$ cat src/rtl/mem_port_arbiter.sv
// mem_port_arbiter
//   Shares the single-port node memory (1-cycle synchronous read) among NUM_REQ masters.
//   It uses round-robin arbitration with hold-until-release, so one master's multi-cycle
//   read/modify/write sequence is never interleaved with another master's accesses.
//   Index 0 is winnerPolicy.
//
//   Optional feature: define ARB_TIMEOUT_EN to enable the grant watchdog (MAX_HOLD cycles).
//
// Ports
//   clock, nrst      rising-edge clock, asynchronous active-low reset
//   req              per-master request, held high for the whole access sequence
//   req_address      per-master address, master k at [k*ADDR_WIDTH +: ADDR_WIDTH]
//   req_wr_en        per-master write enable
//   req_data_out     per-master write data, packed like req_address
//   gnt              one-hot grant (registered)
//   rd_data          memory read data (passthrough of mem_data_in)
//   rd_valid         per-master pulse: rd_data holds the word for that master's previous read
//   mem_address, mem_wr_en, mem_data_out   to memory (muxed from the granted master)
//   mem_data_in      from memory
//   busy             high while a grant is held (registered)
//   timeout          sticky watchdog flag (tied 0 without ARB_TIMEOUT_EN)
module mem_port_arbiter #(
    parameter int unsigned NUM_REQ    = 3,
    parameter int unsigned ADDR_WIDTH = 11,
    parameter int unsigned DATA_WIDTH = 16,
    parameter int unsigned MAX_HOLD   = 64
) (
    input  logic                            clock,
    input  logic                            nrst,
    input  logic [NUM_REQ-1:0]              req,
    input  logic [NUM_REQ*ADDR_WIDTH-1:0]   req_address,
    input  logic [NUM_REQ-1:0]              req_wr_en,
    input  logic [NUM_REQ*DATA_WIDTH-1:0]   req_data_out,
    output logic [NUM_REQ-1:0]              gnt,
    output logic [DATA_WIDTH-1:0]           rd_data,
    output logic [NUM_REQ-1:0]              rd_valid,
    output logic [ADDR_WIDTH-1:0]           mem_address,
    output logic                            mem_wr_en,
    output logic [DATA_WIDTH-1:0]           mem_data_out,
    input  logic [DATA_WIDTH-1:0]           mem_data_in,
    output logic                            busy,
    output logic                            timeout
);

    localparam int unsigned PTR_W = (NUM_REQ > 1) ? $clog2(NUM_REQ) : 1;
    localparam int unsigned CNT_W = 16;

    localparam logic [0:0] IDLE = 1'b0;
    localparam logic [0:0] HOLD = 1'b1;

    if (NUM_REQ < 2 || NUM_REQ > 8 || MAX_HOLD < 2) begin : g_param_check
        $error("mem_port_arbiter: unsupported parameter value");
    end

    logic [0:0]         state_q, state_d;
    logic [NUM_REQ-1:0] gnt_q, gnt_d;
    logic [PTR_W-1:0]   last_q, last_d;
    logic               busy_q, busy_d;
    logic [NUM_REQ-1:0] rd_valid_q, rd_valid_d;
    logic [NUM_REQ-1:0] eligible;
    logic               win_found;
    logic [PTR_W-1:0]   win_idx;
    logic [PTR_W-1:0]   cand;

`ifdef ARB_TIMEOUT_EN
    logic [CNT_W-1:0]   hold_cnt_q, hold_cnt_d;
    logic [NUM_REQ-1:0] skip_q, skip_d;
    logic               timeout_q, timeout_d;

    // A master revoked by the watchdog sits out exactly one arbitration round
    assign eligible = req & ~skip_q;
    assign timeout  = timeout_q;
`else
    assign eligible = req;
    assign timeout  = 1'b0;
`endif

    // Round-robin scan starting just after the last winner
    always_comb begin : arb_scan
        win_found = 1'b0;
        win_idx   = last_q;
        cand      = '0;
        for (int unsigned i = 1; i <= NUM_REQ; i++) begin
            cand = PTR_W'((32'(last_q) + i) % NUM_REQ);
            if (!win_found && eligible[cand]) begin
                win_found = 1'b1;
                win_idx   = cand;
            end
        end
    end

    // Next-state logic
    always_comb begin : next_state
        state_d    = state_q;
        gnt_d      = gnt_q;
        last_d     = last_q;
        busy_d     = busy_q;
        rd_valid_d = gnt_q & ~req_wr_en;
`ifdef ARB_TIMEOUT_EN
        timeout_d  = timeout_q;
        skip_d     = skip_q;
        hold_cnt_d = hold_cnt_q;
`endif
        case (state_q)
            IDLE: begin
`ifdef ARB_TIMEOUT_EN
                skip_d = '0;
`endif
                if (win_found) begin
                    state_d = HOLD;
                    gnt_d   = NUM_REQ'(1) << win_idx;
                    last_d  = win_idx;
                    busy_d  = 1'b1;
`ifdef ARB_TIMEOUT_EN
                    hold_cnt_d = '0;
`endif
                end
            end
            HOLD: begin
                if (!req[last_q]) begin
                    state_d = IDLE;
                    gnt_d   = '0;
                    busy_d  = 1'b0;
                end
`ifdef ARB_TIMEOUT_EN
                else if (hold_cnt_q == CNT_W'(MAX_HOLD - 1)) begin
                    state_d   = IDLE;
                    gnt_d     = '0;
                    busy_d    = 1'b0;
                    timeout_d = 1'b1;
                    skip_d    = gnt_q;
                end else begin
                    hold_cnt_d = hold_cnt_q + CNT_W'(1);
                end
`endif
            end
            default: begin
                state_d = IDLE;
                gnt_d   = '0;
                busy_d  = 1'b0;
            end
        endcase
    end

    // State and output registers
    always_ff @(posedge clock or negedge nrst) begin
        if (!nrst) begin
            state_q    <= IDLE;
            gnt_q      <= '0;
            last_q     <= PTR_W'(NUM_REQ - 1);
            busy_q     <= 1'b0;
            rd_valid_q <= '0;
        end else begin
            state_q    <= state_d;
            gnt_q      <= gnt_d;
            last_q     <= last_d;
            busy_q     <= busy_d;
            rd_valid_q <= rd_valid_d;
        end
    end

`ifdef ARB_TIMEOUT_EN
    // Watchdog registers
    always_ff @(posedge clock or negedge nrst) begin
        if (!nrst) begin
            hold_cnt_q <= '0;
            skip_q     <= '0;
            timeout_q  <= 1'b0;
        end else begin
            hold_cnt_q <= hold_cnt_d;
            skip_q     <= skip_d;
            timeout_q  <= timeout_d;
        end
    end
`endif

    // Memory mux driven from the registered grant; no grant means all zeros
    always_comb begin : mem_mux
        mem_address  = '0;
        mem_wr_en    = 1'b0;
        mem_data_out = '0;
        for (int unsigned k = 0; k < NUM_REQ; k++) begin
            if (gnt_q[k]) begin
                mem_address  = req_address[k*ADDR_WIDTH +: ADDR_WIDTH];
                mem_wr_en    = req_wr_en[k];
                mem_data_out = req_data_out[k*DATA_WIDTH +: DATA_WIDTH];
            end
        end
    end

    assign gnt      = gnt_q;
    assign busy     = busy_q;
    assign rd_valid = rd_valid_q;
    assign rd_data  = mem_data_in;

endmodule
$ cat config.mk
export PLATFORM = sky130hd
export DESIGN_NAME = mem_port_arbiter
export DESIGN_NICKNAME = d
export VERILOG_FILES = /design/src/rtl/mem_port_arbiter.sv
export SDC_FILE = /design/constraint.sdc
export NUM_CORES = 1
export LEC_CHECK = 0
export BUFFER_PORTS_ARGS = -buffer_cell sky130_fd_sc_hd__clkbuf_2
export CAP_MARGIN = 10
export CORE_ASPECT_RATIO = 0.75
export CORE_MARGIN = 2
export CORE_UTILIZATION = 34
export DETAILED_ROUTE_END_ITERATION = 7
export PLACE_DENSITY = 0.87
export SETUP_SLACK_MARGIN = 0.02
export SYNTH_ARGS = -nofsm -noshare
export SYNTH_HDL_FRONTEND = slang
export SYNTH_SLANG_ARGS = --single-unit
$ cat constraint.sdc
create_clock -name clock -period 2.8 [get_ports clock]
set_clock_uncertainty 0.05 [all_clocks]
set_input_delay 0 -clock clock [delete_from_list [all_inputs] [get_ports clock]]
set_output_delay 0 -clock clock [all_outputs]
set_load 0.005 [all_outputs]
==> results.py <==
metrics = {
    "critical_path": {
        "crit_path_start_kind": "register",
        "arrival_ns": 2.25,
        "cp-endpoint": "gnt[0]",
        "cp_num_cells": 7,
        "reg2reg_slack_ns": 0.61,
        "slowest_stage": "ha_1",
        "cp_num_buf_inv": 1,
        "cp_slowest_stage_delay_ns": 0.43,
        "reg2regPathDepth": 7,
        "crit_chain": "inv_1, ha_1, nand3b_1, o21ai_1, o21a_1, or2_1, a32o_1",
        "r2r-start": "last_q[0]",
        "cp.required_ns": 2.86,
        "crit_path_end_kind": "register",
        "r2r_end": "gnt[0]",
        "setup.worst_path.start": "last_q[0]",
        "worstPathMaxFanout": 9,
        "critical_path.top_delay_family": "compound AO/OA/AOI/OAI gates",
        "worstSetupPathType": "reg -> reg",
    },
    "drt": {
        "routedWlPerCell_um": 13.5,
        "via_per_inst": 5.02,
        "route.detailed.drc": 0,
        "drtAntennaViolNets": 0,
        "drtIter0Drc": 163,
        "met2_length_um": 2360,
        "vias": 1772,
        "wirelength_um": 4780,
        "met3_length_um": 325,
        "highest_layer": "met4",
        "drtPass1Iterations": 4,
        "wl_met1_um": 2040,
    },
    "logic_synthesis": {
        "ys_types": 38,
        "ys_ff_latch": 10,
        "yosysSeqAreaShare": 0.190,
        "synth_cells": 182,
        "synth_area_um2": 1320,
        "yosysWarnings": 0,
        "avgSynthCellArea_um2": 7.26,
        "synth_nets": 291,
    },
    "outcome": {
        "status": "finished clean",
    },
    "power": {
        "p_per_area_nw_per_um2": 777,
        "clkPwrFrac": 0.093,
        "p_int_uw": 858,
        "swShare": 0.468,
        "p_comb_frac": 0.735,
        "ir_drop_v": 0.000338,
        "pwr-share-seq": 0.172,
        "p_sw_uw": 755,
        "power.leakage_uw": 0.00106,
    },
    "sta": {
        "slew_headroom": 0.471,
        "finalSetupTns_ns": 0,
        "fin_crit_sh": 0.781,
        "tightestPinTransition_ns": 0.794,
        "setup_viol": 0,
        "hold_viol_final": 0,
        "fmax_mhz": 457,
        "rsz0062_at_grt": "no",
        "fin_crit_ns": 2.19,
        "maxSlewViolCount": 0,
    },
    "placed_design": {
        "postPlaceCellArea_um2": 1830,
        "place_congestion": 0.937,
        "place.port_buffers": 123,
        "detailed_place_hpwl_um": 3580,
    },
    "die": {
        "coreArea_um2": 3680,
        "ioPinCount": 157,
        "initial_core_util": 0.359,
        "num_rows": 19,
        "die_w_um": 76.0,
        "die_y_um": 58.0,
        "die_area_um2": 4410,
    },
    "final_layout": {
        "antenna_cells": 0,
        "drive_above_1_share": 0.455,
        "area_growth_syn_to_layout_pct": 57.1,
        "final_cell_area_um2": 2080,
        "final_nets": 411,
    },
    "cts": {
        "hold_buffers": 20,
        "h-tree-depth": 1,
        "cts_tree": "yes",
        "clock_latency_ns": 0.23,
        "post_cts.repair.setup_buffers": 0,
        "root_buffer": "clkbuf_8",
        "cts_made_buffers": 3,
        "clock_path_buffers": 2,
        "cts_resized": 0,
        "clock_sinks": 10,
        "clk_pin_slew_ns": 0.05,
    },
    "global_route": {
        "antenna_found_initial": 0,
        "grt_pass1_wl_um": 7500,
        "grt_max_degree": 33,
        "track_usage": 0.210,
        "grt_pass1_vias": 1669,
        "gr-total-overflow": 0,
    },
    "worst_hold_path": {
        "hold_path.class": "in -> async",
    },
    "job": {
        "cap_violations": 0,
    },
}
[how the worst min path moves through the flow]
stage | endpoint | startpoint | depth (start not counted)
after floorplan | busy | nrst | 0
after global placement | rd_valid[0] | nrst | 1
after detailed placement | rd_valid[0] | nrst | 1
after CTS | rd_valid[0] | nrst | 2
after global routing | state_q | nrst | 2
final | state_q | nrst | 2
[cell type report]
cell class / count / area [µm²]
fill: 336 / 1610
multi-input combinational: 135 / 853
timing repair buffer: 146 / 838
sequential: 10 / 251
tap: 52 / 65.1
clock buffer: 4 / 45.0
inverter: 6 / 22.5
[layout by cell type (no fill, tap or decap), types with 2 or more instances in the layout]
| master | n |
|---|---|
| clkbuf_2 | 123 |
| nand2_1 | 30 |
| dfrtp_1 | 9 |
| o21ai_0 | 31 |
| nand3b_1 | 3 |
| a21oi_1 | 2 |
| ha_1 | 4 |
| o21a_1 | 2 |
| o2111ai_1 | 2 |
| a22oi_1 | 26 |
| a221oi_1 | 2 |
| buf_4 | 3 |
| clkbuf_8 | 3 |
| nand2b_1 | 4 |
| o21ai_1 | 2 |
| nor2b_1 | 3 |
| inv_1 | 6 |
| nor2_1 | 2 |
| dlygate4sd3_1 | 20 |
| mux2i_1 | 5 |
[per-layer routing]
layer | vias to the layer above | track usage
li1 | 886 | -
met2 | 78 | 0.356
met3 | 8 | 0.0483
met5 | - | 0
met4 | 0 | 0.0545
met1 | 800 | 0.274
[flip-flops by register name, summed over array words and instances (netlist names)]
name / cells
busy: 1
gnt: 3
last_q: 2
rd_valid: 3
state_q: 1
[metrics by stage]
step           setup WS (ns)  hold WS, ns  utilization  cells  power, µW
6_report               0.612        0.124        0.563    353       1610
3_5_place_dp           0.639       -0.168        0.497    329       1420
5_1_grt                0.448        0.145        0.563    353       1780
4_1_cts                0.627        0.119        0.563    353       1610
3_3_place_gp           0.682       -0.176        0.497    329       1400
2_1_floorplan          0.792       -0.346            -    182       1070
[power by group through the flow]
stage	Combinational (µW)	Clock [µW]	Sequential (µW)
floorplan	822	0	249
global placement	1130	0	272
detailed placement	1150	0	278
CTS	1180	156	276
global route	1320	166	289
finish	1180	151	277
[cell usage after synthesis, drive strengths merged]
| master | number | share of area |
|---|---|---|
| o21ai | 34 | 0.13 |
| inv | 6 | 0.017 |
| o41ai | 1 | 0.0066 |
| nor2 | 2 | 0.0057 |
| ha | 4 | 0.038 |
| o31a | 1 | 0.0076 |
| a31oi | 1 | 0.0047 |
| o211a | 1 | 0.0076 |
| or2 | 2 | 0.0095 |
| o2111ai | 2 | 0.013 |
| a221oi | 2 | 0.013 |
| mux2 | 1 | 0.011 |
| and3 | 1 | 0.0047 |
| o21a | 2 | 0.011 |
| a22oi | 27 | 0.16 |
| a32o | 1 | 0.0076 |
| nand2 | 30 | 0.085 |
| buf | 22 | 0.12 |
| o22ai | 1 | 0.0047 |
| nand2b | 4 | 0.019 |
| o2bb2ai | 1 | 0.0066 |
| clkbuf | 9 | 0.026 |
| o32a | 1 | 0.0076 |
| conb | 1 | 0.0028 |
| nand3b | 3 | 0.017 |
| dfstp | 1 | 0.020 |
| nor2b | 4 | 0.019 |
| a21oi | 3 | 0.014 |
| dfrtp | 9 | 0.17 |
| mux2i | 5 | 0.038 |
[logic make-up after synthesis]
kind of cell,Yosys count,share of synthesized area
AO/OA/AOI/OAI,78,0.394
adder cells (fa/ha/maj),4,0.0379
buffers and inverters,37,0.166
flip-flops,10,0.190
multiplexers,6,0.0492
other,1,0.00284
AND/OR/NAND/NOR,46,0.160
[worst register-to-register path: cells and delay by family (launching register included)]
family / cells / cell delay (ns)
AND/OR/NAND/NOR: 2 / 0.46
adder cells (fa/ha/maj): 1 / 0.43
AO/OA/AOI/OAI: 3 / 0.62
flip-flops: 1 / 0.40
buffers and inverters: 1 / 0.11
Power figures use the tool's default switching activity.
